### src/rtl/haz_pkg.sv
// Shared types and helpers for the pipeline hazard scoreboard.
package haz_pkg;

  localparam int unsigned FWD_RF    = 0;
  // Widest register address a scoreboard slot can hold; narrower addresses are zero-extended.
  localparam int unsigned RegAwMax  = 8;

  typedef struct packed {
    logic                valid;
    logic [RegAwMax-1:0] rd;
    logic                is_load;
  } sb_slot_t;

  function automatic int unsigned fwd_w(input int unsigned fwd_stages);
    return $clog2(fwd_stages + 1);
  endfunction

endpackage

### src/rtl/pipe_hazard_scoreboard_if.sv
// ID-stage request and hazard-control bundle between the decode stage and the scoreboard.
interface pipe_hazard_scoreboard_if #(
  parameter int unsigned REG_AW = 5,
  parameter int unsigned FW     = 2
);

  logic              id_valid;
  logic [REG_AW-1:0] id_rs1;
  logic [REG_AW-1:0] id_rs2;
  logic              id_use_rs1;
  logic              id_use_rs2;
  logic [REG_AW-1:0] id_rd;
  logic              id_regwrite;
  logic              id_is_load;
  logic              redirect;
  logic              en_pc;
  logic              en_ifid;
  logic              flush_ifid;
  logic              bubble_idex;
  logic [FW-1:0]     fwd_a;
  logic [FW-1:0]     fwd_b;
  logic [31:0]       perf_stalls;
  logic [31:0]       perf_flushes;

  modport master (
    output id_valid, id_rs1, id_rs2, id_use_rs1, id_use_rs2, id_rd, id_regwrite, id_is_load,
           redirect,
    input  en_pc, en_ifid, flush_ifid, bubble_idex, fwd_a, fwd_b, perf_stalls, perf_flushes
  );

  modport slave (
    input  id_valid, id_rs1, id_rs2, id_use_rs1, id_use_rs2, id_rd, id_regwrite, id_is_load,
           redirect,
    output en_pc, en_ifid, flush_ifid, bubble_idex, fwd_a, fwd_b, perf_stalls, perf_flushes
  );

endinterface

### src/rtl/haz_src_match.sv
// Matches one source register against all scoreboard slots; the youngest valid producer wins.
module haz_src_match
  import haz_pkg::*;
#(
  parameter int unsigned FWD_STAGES = 2,
  parameter int unsigned FW         = 2
) (
  input  logic [RegAwMax-1:0]         rs,
  input  logic                        use_rs,
  input  sb_slot_t [FWD_STAGES-1:0]   slots,
  output logic [FW-1:0]               index,
  output logic                        hit,
  output logic                        is_load
);

  // Scan oldest to youngest so the youngest match is the last assignment.
  always_comb begin
    index   = FW'(FWD_RF);
    hit     = 1'b0;
    is_load = 1'b0;
    for (int j = int'(FWD_STAGES) - 1; j >= 0; j--) begin
      if (use_rs && (rs != '0) && slots[j].valid && (slots[j].rd == rs)) begin
        index   = FW'(j + 1);
        hit     = 1'b1;
        is_load = slots[j].is_load;
      end
    end
  end

endmodule

### src/rtl/pipe_hazard_scoreboard.sv
// Forwarding / load-use / redirect hazard unit beside the ID stage.
// Optional performance counters are built when HAZ_PERF_CNT_EN is defined.
module pipe_hazard_scoreboard
  import haz_pkg::*;
#(
  parameter int unsigned REG_AW     = 5,
  parameter int unsigned FWD_STAGES = 2,
  parameter int unsigned LOAD_LAT   = 1,
  parameter int unsigned KILL_SLOTS = 1
) (
  input logic                     clk,
  input logic                     rst,
  pipe_hazard_scoreboard_if.slave bus
);

  localparam int unsigned      FW      = fwd_w(FWD_STAGES);
  localparam logic [FW-1:0]    LoadIdx = FW'(LOAD_LAT);

  sb_slot_t [FWD_STAGES-1:0] slots_q, slots_d;
  logic [FW-1:0]             idx_a, idx_b;
  logic [FW-1:0]             fwd_a_q, fwd_a_d, fwd_b_q, fwd_b_d;
  logic                      hit_a, hit_b, ld_a, ld_b;
  logic                      stall, issue;
  logic [REG_AW-1:0]         rs1_in, rs2_in, rd_in;

  assign rs1_in = bus.id_rs1;
  assign rs2_in = bus.id_rs2;
  assign rd_in  = bus.id_rd;

  haz_src_match #(
    .FWD_STAGES (FWD_STAGES),
    .FW         (FW)
  ) u_match_a (
    .rs      (RegAwMax'(rs1_in)),
    .use_rs  (bus.id_use_rs1),
    .slots   (slots_q),
    .index   (idx_a),
    .hit     (hit_a),
    .is_load (ld_a)
  );

  haz_src_match #(
    .FWD_STAGES (FWD_STAGES),
    .FW         (FW)
  ) u_match_b (
    .rs      (RegAwMax'(rs2_in)),
    .use_rs  (bus.id_use_rs2),
    .slots   (slots_q),
    .index   (idx_b),
    .hit     (hit_b),
    .is_load (ld_b)
  );

  // A load is not forwardable until it reaches source index LOAD_LAT+1.
  assign stall = bus.id_valid & ((hit_a & ld_a & (idx_a <= LoadIdx)) |
                                 (hit_b & ld_b & (idx_b <= LoadIdx)));
  assign issue = bus.id_valid & ~stall & ~bus.redirect;

  always_comb begin
    slots_d            = '0;
    slots_d[0].valid   = issue & bus.id_regwrite & (rd_in != '0);
    slots_d[0].rd      = RegAwMax'(rd_in);
    slots_d[0].is_load = bus.id_is_load;
    for (int unsigned j = 1; j < FWD_STAGES; j++) begin
      slots_d[j] = slots_q[j-1];
      // Redirect kills the youngest slots before they shift on.
      if (bus.redirect && ((j - 1) < KILL_SLOTS)) begin
        slots_d[j].valid = 1'b0;
      end
    end
  end

  assign fwd_a_d = issue ? idx_a : FW'(FWD_RF);
  assign fwd_b_d = issue ? idx_b : FW'(FWD_RF);

  always_ff @(posedge clk or negedge rst) begin
    if (!rst) begin
      slots_q <= '0;
      fwd_a_q <= FW'(FWD_RF);
      fwd_b_q <= FW'(FWD_RF);
    end else begin
      slots_q <= slots_d;
      fwd_a_q <= fwd_a_d;
      fwd_b_q <= fwd_b_d;
    end
  end

  assign bus.fwd_a = fwd_a_q;
  assign bus.fwd_b = fwd_b_q;

  // Redirect outranks the load-use stall; everything idles while reset is held.
  always_comb begin
    bus.en_pc       = 1'b1;
    bus.en_ifid     = 1'b1;
    bus.flush_ifid  = 1'b0;
    bus.bubble_idex = 1'b0;
    if (rst) begin
      if (bus.redirect) begin
        bus.flush_ifid  = 1'b1;
        bus.bubble_idex = 1'b1;
      end else if (stall) begin
        bus.en_pc       = 1'b0;
        bus.en_ifid     = 1'b0;
        bus.bubble_idex = 1'b1;
      end
    end
  end

`ifdef HAZ_PERF_CNT_EN
  logic [31:0] perf_stalls_q, perf_flushes_q;

  always_ff @(posedge clk or negedge rst) begin
    if (!rst) begin
      perf_stalls_q  <= '0;
      perf_flushes_q <= '0;
    end else begin
      if (stall && !bus.redirect && (perf_stalls_q != 32'hFFFF_FFFF)) begin
        perf_stalls_q <= perf_stalls_q + 32'd1;
      end
      if (bus.redirect && (perf_flushes_q != 32'hFFFF_FFFF)) begin
        perf_flushes_q <= perf_flushes_q + 32'd1;
      end
    end
  end

  assign bus.perf_stalls  = perf_stalls_q;
  assign bus.perf_flushes = perf_flushes_q;
`else
  assign bus.perf_stalls  = '0;
  assign bus.perf_flushes = '0;
`endif

endmodule

### src/flat_wrapper.sv
// flat-port wrapper written by rule: the top's interface ports become plain ports
module pipe_hazard_scoreboard_flat import haz_pkg::*;
#(
  parameter int unsigned REG_AW     = 5,
  parameter int unsigned FWD_STAGES = 2,
  parameter int unsigned LOAD_LAT   = 1,
  parameter int unsigned KILL_SLOTS = 1
)
  (clk, rst, bus_id_valid, bus_id_rs1, bus_id_rs2, bus_id_use_rs1, bus_id_use_rs2, bus_id_rd, bus_id_regwrite, bus_id_is_load, bus_redirect, bus_en_pc, bus_en_ifid, bus_flush_ifid, bus_bubble_idex, bus_fwd_a, bus_fwd_b, bus_perf_stalls, bus_perf_flushes);
  pipe_hazard_scoreboard_if #(.REG_AW(REG_AW), .FW((fwd_w((2))))) bus_i ();
  input logic clk;
  input logic rst;
  input wire logic [$bits(bus_i.id_valid)-1:0] bus_id_valid;
  input wire logic [$bits(bus_i.id_rs1)-1:0] bus_id_rs1;
  input wire logic [$bits(bus_i.id_rs2)-1:0] bus_id_rs2;
  input wire logic [$bits(bus_i.id_use_rs1)-1:0] bus_id_use_rs1;
  input wire logic [$bits(bus_i.id_use_rs2)-1:0] bus_id_use_rs2;
  input wire logic [$bits(bus_i.id_rd)-1:0] bus_id_rd;
  input wire logic [$bits(bus_i.id_regwrite)-1:0] bus_id_regwrite;
  input wire logic [$bits(bus_i.id_is_load)-1:0] bus_id_is_load;
  input wire logic [$bits(bus_i.redirect)-1:0] bus_redirect;
  output wire logic [$bits(bus_i.en_pc)-1:0] bus_en_pc;
  output wire logic [$bits(bus_i.en_ifid)-1:0] bus_en_ifid;
  output wire logic [$bits(bus_i.flush_ifid)-1:0] bus_flush_ifid;
  output wire logic [$bits(bus_i.bubble_idex)-1:0] bus_bubble_idex;
  output wire logic [$bits(bus_i.fwd_a)-1:0] bus_fwd_a;
  output wire logic [$bits(bus_i.fwd_b)-1:0] bus_fwd_b;
  output wire logic [$bits(bus_i.perf_stalls)-1:0] bus_perf_stalls;
  output wire logic [$bits(bus_i.perf_flushes)-1:0] bus_perf_flushes;
  assign bus_i.id_valid = bus_id_valid;
  assign bus_i.id_rs1 = bus_id_rs1;
  assign bus_i.id_rs2 = bus_id_rs2;
  assign bus_i.id_use_rs1 = bus_id_use_rs1;
  assign bus_i.id_use_rs2 = bus_id_use_rs2;
  assign bus_i.id_rd = bus_id_rd;
  assign bus_i.id_regwrite = bus_id_regwrite;
  assign bus_i.id_is_load = bus_id_is_load;
  assign bus_i.redirect = bus_redirect;
  assign bus_en_pc = bus_i.en_pc;
  assign bus_en_ifid = bus_i.en_ifid;
  assign bus_flush_ifid = bus_i.flush_ifid;
  assign bus_bubble_idex = bus_i.bubble_idex;
  assign bus_fwd_a = bus_i.fwd_a;
  assign bus_fwd_b = bus_i.fwd_b;
  assign bus_perf_stalls = bus_i.perf_stalls;
  assign bus_perf_flushes = bus_i.perf_flushes;
  pipe_hazard_scoreboard #(.REG_AW(REG_AW), .FWD_STAGES(FWD_STAGES), .LOAD_LAT(LOAD_LAT), .KILL_SLOTS(KILL_SLOTS)) u_core (.clk(clk), .rst(rst), .bus(bus_i));
endmodule
### config.mk
export PLATFORM = sky130hd
export DESIGN_NAME = pipe_hazard_scoreboard_flat
export DESIGN_NICKNAME = d
export VERILOG_FILES = /design/src/rtl/haz_pkg.sv /design/src/rtl/pipe_hazard_scoreboard_if.sv /design/src/rtl/haz_src_match.sv /design/src/rtl/pipe_hazard_scoreboard.sv /design/src/flat_wrapper.sv
export SDC_FILE = /design/constraint.sdc
export NUM_CORES = 1
export LEC_CHECK = 0
export ABC_AREA = 1
export ABC_CLOCK_PERIOD_IN_PS = 2100
export CAP_MARGIN = 10
export CORE_ASPECT_RATIO = 1.2
export CORE_UTILIZATION = 41
export DETAILED_ROUTE_END_ITERATION = 16
export PLACE_DENSITY = 0.88
export RECOVER_POWER = 50
export SETUP_SLACK_MARGIN = 0.4
export SYNTH_ARGS = -nofsm -noshare
export SYNTH_HDL_FRONTEND = slang
export SYNTH_HIERARCHICAL = 1
export SYNTH_SLANG_ARGS = --single-unit
### constraint.sdc
create_clock -name clk -period 2.1 [get_ports clk]
set_input_delay 0.315 -clock clk [delete_from_list [all_inputs] [get_ports clk]]
set_output_delay 0.315 -clock clk [all_outputs]
set_load 0.05 [all_outputs]
# Word-level counts from Yosys, hierarchy flattened
# Cells that the tools add are included.
# word_totals
reg_bits,18
n_memories,0
ram_bits,0
word_cells,62
rom_bits,0
output_inout_bits,72
latchBits,0
# classes
n_eq_ne,4
n_addsub,0
shifts,0
bitwise,12
n_reduce_logical,13
div,0
n_mux,23
magnitude_cmp,2
mul,0
# op_table
cell,count
$eq A5 B5 Y1,4
$mux W1,17
$reduce_bool A8 Y1,2
$mux W2,6
$logic_and A1 B1 Y1,10
$and A1 B1 Y1,9
$reduce_bool A5 Y1,1
$le A2 B1 Y1 const B,2
$not A1 Y1,2
$or A1 B1 Y1,1

# Logic depth before layout (Yosys ltp)
# logic_depth
depth_word,15
depth_mapped,15
mapped_depth_nobuf,15

# By module
# The synthesis kept the hierarchy.
# modules_own_cells
module,area_per_inst_um2,cells_per_inst,seq_area_each_um2,instances
pipe_hazard_scoreboard,1087.3,115,450.4,1
haz_src_match,392.9,93,0.0,2

# Worst setup path after synthesis
# OpenSTA, ideal clock, no wires.
# synth_timing
path_type,reg2out
from,"register u_core.slots_q, in the netlist u_core/slots_d[14]"
to,output bus_en_pc
path_buffers,1
arrival_ns,1.937
slack_ns,-0.152
stages_incl_launch_ff,14
path_cell_list,dfrtp_1 -> nand2_2 -> nand2_1 -> nor2_1 -> nand2_1 -> nor2_2 -> nand2_2 -> clkinv_2 -> nand2_2 -> nand2_1 -> nand3_2 -> nand2_1 -> nand3_1 -> buf_4
# synth_via
elab_chain_cells,10
# synth_rtl
element,line_no,rtl
"start, declared",pipe_hazard_scoreboard.sv:19,"sb_slot_t [FWD_STAGES-1:0] slots_q, slots_d;"
"start signal, assigned",pipe_hazard_scoreboard.sv:82,slots_q <= slots_d;
$eq A5 B5 Y1,haz_src_match.sv:22,if (use_rs && (rs != '0) && slots[j].valid && (slots[j].rd == rs)) begin
$logic_and A1 B1 Y1,haz_src_match.sv:22,
$mux W2,haz_src_match.sv:22,
named net u_core.idx_b[0],pipe_hazard_scoreboard.sv:20,"logic [FW-1:0] idx_a, idx_b;"
$le A2 B1 Y1,pipe_hazard_scoreboard.sv:56,(hit_b & ld_b & (idx_b <= LoadIdx)));
$and A1 B1 Y1,pipe_hazard_scoreboard.sv:56,
$or A1 B1 Y1,pipe_hazard_scoreboard.sv:55,assign stall = bus.id_valid & ((hit_a & ld_a & (idx_a <= LoadIdx)) |
$and A1 B1 Y1,pipe_hazard_scoreboard.sv:55,
$mux W1 (3 in series),-,
"end, declared",flat_wrapper.sv:22,output wire logic [$bits(bus_i.en_pc)-1:0] bus_en_pc;
# The timed path passes the listed nets, and every way through them passes these cells.

# Final worst setup path
# layout_timing
from,"register u_core.slots_q, in the netlist u_core/slots_d[14]"
to,output bus_bubble_idex
# layout_via
elab_chain_cells,10
# layout_rtl
element,line_no,rtl
$eq A5 B5 Y1,haz_src_match.sv:22,
$logic_and A1 B1 Y1,haz_src_match.sv:22,
$mux W2,haz_src_match.sv:22,
named net u_core.idx_a[0],pipe_hazard_scoreboard.sv:20,
$le A2 B1 Y1,pipe_hazard_scoreboard.sv:55,
$and A1 B1 Y1,pipe_hazard_scoreboard.sv:55,
$or A1 B1 Y1,pipe_hazard_scoreboard.sv:55,
$and A1 B1 Y1,pipe_hazard_scoreboard.sv:55,
$mux W1,pipe_hazard_scoreboard.sv:101,end else if (stall) begin
$mux W1,pipe_hazard_scoreboard.sv:98,if (bus.redirect) begin
$mux W1,pipe_hazard_scoreboard.sv:97,if (rst) begin
"end, declared",flat_wrapper.sv:25,output wire logic [$bits(bus_i.bubble_idex)-1:0] bus_bubble_idex;
# The timed path passes the listed nets, and every way through them passes these cells.

==> summary.txt <==
DR WL met3: 272 µm
Root buffer cell: clkbuf_8
Via count: 1707
Met1 WL: 1240 µm
All-Layer GR Usage: 0.144
IO Count: 95
Crit path kind: flip-flop to primary output
WHS: 0.450 ns
Synth-to-layout area growth: 24.7%
Register area: 457 µm²
Achievable Freq: 0.455 GHz
Max-Cap Viols: 0
Met2 Routed Length: 1910 µm
Endpoints failing hold: 0
Clk buf depth: 2
CP Data Arrival Time: 1.88 ns
Max layer used: met4
Clock power frac: 0.224
DP Wirelength: 2840 µm
# fillers: 428
Sequential share of power: 0.359
Int Pwr: 570 µW
Share of cells above drive strength 1: 0.159
Worst setup SP type: flip-flop
Global-route wire length before repair: 5640 µm
Routed Antenna Nets: 0
Violated checks: negative setup slack
DIE AREA: 4840 µm²
Final nets: 408
Clk sinks: 18
Req. time, crit path: 1.78 ns
Vias in the first global route: 1496
Core area: 4330 µm²
Post-Synthesis Cells: 301
Sequential fraction of the synthesis area: 0.240
Synth Register Bits: 18
Setup Skew: 0.00116 ns
Power per cell area: 449 nW/µm²
Starting density of the core: 0.433
DRC violation count after routing: 0
Grt ovf: 0
Fin. max-slew vios: 0
Min Tclk post-route: 2.20 ns
First-pass DRT Iterations: 4
Unique masters post-synth: 19
Pin count of the biggest net entering global routing: 19
Mean Syn Cell Area: 6.22 µm²
Fin area: 2340 µm²
Min-Delay Path Class: flip-flop to flip-flop
Status: complete, but fails checks
Row count: 26
Max Fanout on Critical Path: 5
Switching Fraction: 0.456
CTS tree: yes
Setup violations, final: 3
Placed instance count: 434
Crit end category: primary output
Non-Filler Instances: 439
Htree depth: 1
Lkg Pwr: 1.38 nW
Avg WL per Cell: 7.90 µm
Die W: 63.7 µm
Placed cell areas: 2260 µm²
Multi-input logic area: 1140 µm²
Worst-skew pair later-pin latency: 0.25 ns
CTS buffer count: 3
Diodes inserted: 0
DRT iter0 DRCs: 21
Die Height: 76.0 µm
Sw Pwr: 478 µW
Wirelength, routed: 3470 µm
Setup WS post-layout: -0.0975 ns
Maximum vdd drop: 0.000306 V
Initial antenna violation count: 0
RSZ-0062 raised after global routing: true
Share of the clock period used by the worst path: 1.05
IO buf count: 30
RD Place Congestion: 0.803
Via density: 3.89
Yosys Warn Count: 6
Netlist Area Pre-Place: 1870 µm²
Combinational power share: 0.417
CTS clk-pin slew, worst paths: 0.06 ns
sequential cells by signal, summed over array words and instances (netlist names):
name,cells
u_core/slots_q,8
u_core/bus.fwd_b,2
u_core/slots_d,6
u_core/bus.fwd_a,2
path summary, 6_finish.rpt:
path | from | to | slack (ns) | cells after the start
max | u_core/slots_d[14] | bus_bubble_idex | -0.1 | 14
min | u_core/slots_d[11] | u_core/slots_q[11] | 0.45 | 0
max reg2reg | u_core/slots_d[14] | u_core/bus.fwd_b[0] | 0.44 | 13
min reg2reg | u_core/slots_d[11] | u_core/slots_q[11] | 0.45 | 0
max in group asynchronous | rst | u_core/slots_d[12] | 1.43 | 2
min in group asynchronous | rst | u_core/slots_d[10] | 0.46 | 2
layout by cell type, fill, tap and decap left out, drive strengths merged:
cell type / n
xor2: 2
o21ai: 10
nand3: 11
buf: 13
clkinv: 1
dlygate4sd2: 14
o211ai: 2
nor2: 42
clkdlybuf4s50: 12
conb: 106
clkbuf: 3
dfrtp: 18
inv: 60
nand2: 84
a21boi: 4
nand4: 1
timing repair:
item | 4_1_cts | 5_1_grt
buffers inserted | 1 | 1
endpoints found under the setup margin | 12 | 8
resized for setup | 17 | 11
pin swaps | 3 | 4
hold buffers | 0 | 0
critical path, cell delays in order (launching register included):
cell	delay (ns)
dfrtp_2	0.47
nand2_2	0.09
nand2_1	0.05
nor2_1	0.10
nand2_1	0.07
nor2_2	0.10
nand2_2	0.10
inv_4	0.08
nand2_2	0.05
nand2_1	0.07
nand3_2	0.08
nand2_2	0.10
nand2_2	0.07
nand2_4	0.06
buf_12	0.13
cells in the mapped netlist:
cell      instances  area share
o21ai_0           4       0.011
inv_2            12       0.024
nand4_1           1      0.0033
o21ai_1           6       0.016
xor2_1            2      0.0094
inv_1            47       0.094
o211ai_1          2      0.0080
a21boi_2          2       0.012
nor2_2            6       0.020
clkinv_2          2      0.0053
buf_4            65        0.26
conb_1            1      0.0020
nand3_2           3       0.016
a21boi_1          2      0.0080
nand3_1           8       0.021
nand2_2           6       0.020
nor2_1           36       0.072
dfrtp_1          18        0.24
nand2_1          78        0.16
metrics by stage:
stage	setup WS (ns)	setup TNS (ns)	utilization	total power, mW
2_1_floorplan	0.214	0	-	0.824
3_3_place_gp	-0.235	-0.644	0.523	0.812
3_5_place_dp	-0.305	-0.883	0.523	0.818
4_1_cts	-0.0902	-0.267	0.532	1.05
5_1_grt	-0.237	-0.696	0.540	1.11
6_report	-0.0975	-0.284	0.540	1.05
area by class of cell:
| class | instances | area share |
|---|---|---|
| clock buffers | 3 | 0.0177 |
| inverters | 61 | 0.0996 |
| multi-input cells | 262 | 0.490 |
| repair buffers | 39 | 0.167 |
| flip-flops and latches | 18 | 0.196 |
| well taps | 56 | 0.0300 |
power by group through the flow:
stage / Sequential (mW) / Clock, mW / Combinational (mW)
global route: 0.378 / 0.257 / 0.471
finish: 0.376 / 0.235 / 0.437
CTS: 0.376 / 0.243 / 0.430
detailed placement: 0.382 / 0 / 0.436
floorplan: 0.376 / 0 / 0.447
global placement: 0.382 / 0 / 0.431
cells by family (layout without fill, tap and decap cells):
family / after synthesis / in the layout / synth area share
buffers and inverters: 126 / 103 / 0.384
XOR/XNOR: 2 / 2 / 0.00935
AND/OR/NAND/NOR: 138 / 138 / 0.309
AO/OA/AOI/OAI: 16 / 16 / 0.0548
other: 1 / 106 / 0.00200
flip-flops: 18 / 18 / 0.240
metal layers:
layer | GRT usage | vias to the layer above
li1 | - | 870
met1 | 0.145 | 747
met2 | 0.280 | 84
met3 | 0.0314 | 6
met4 | 0.0523 | 0
met5 | 0 | -
Note: power is estimated with default switching activity, not from simulation.
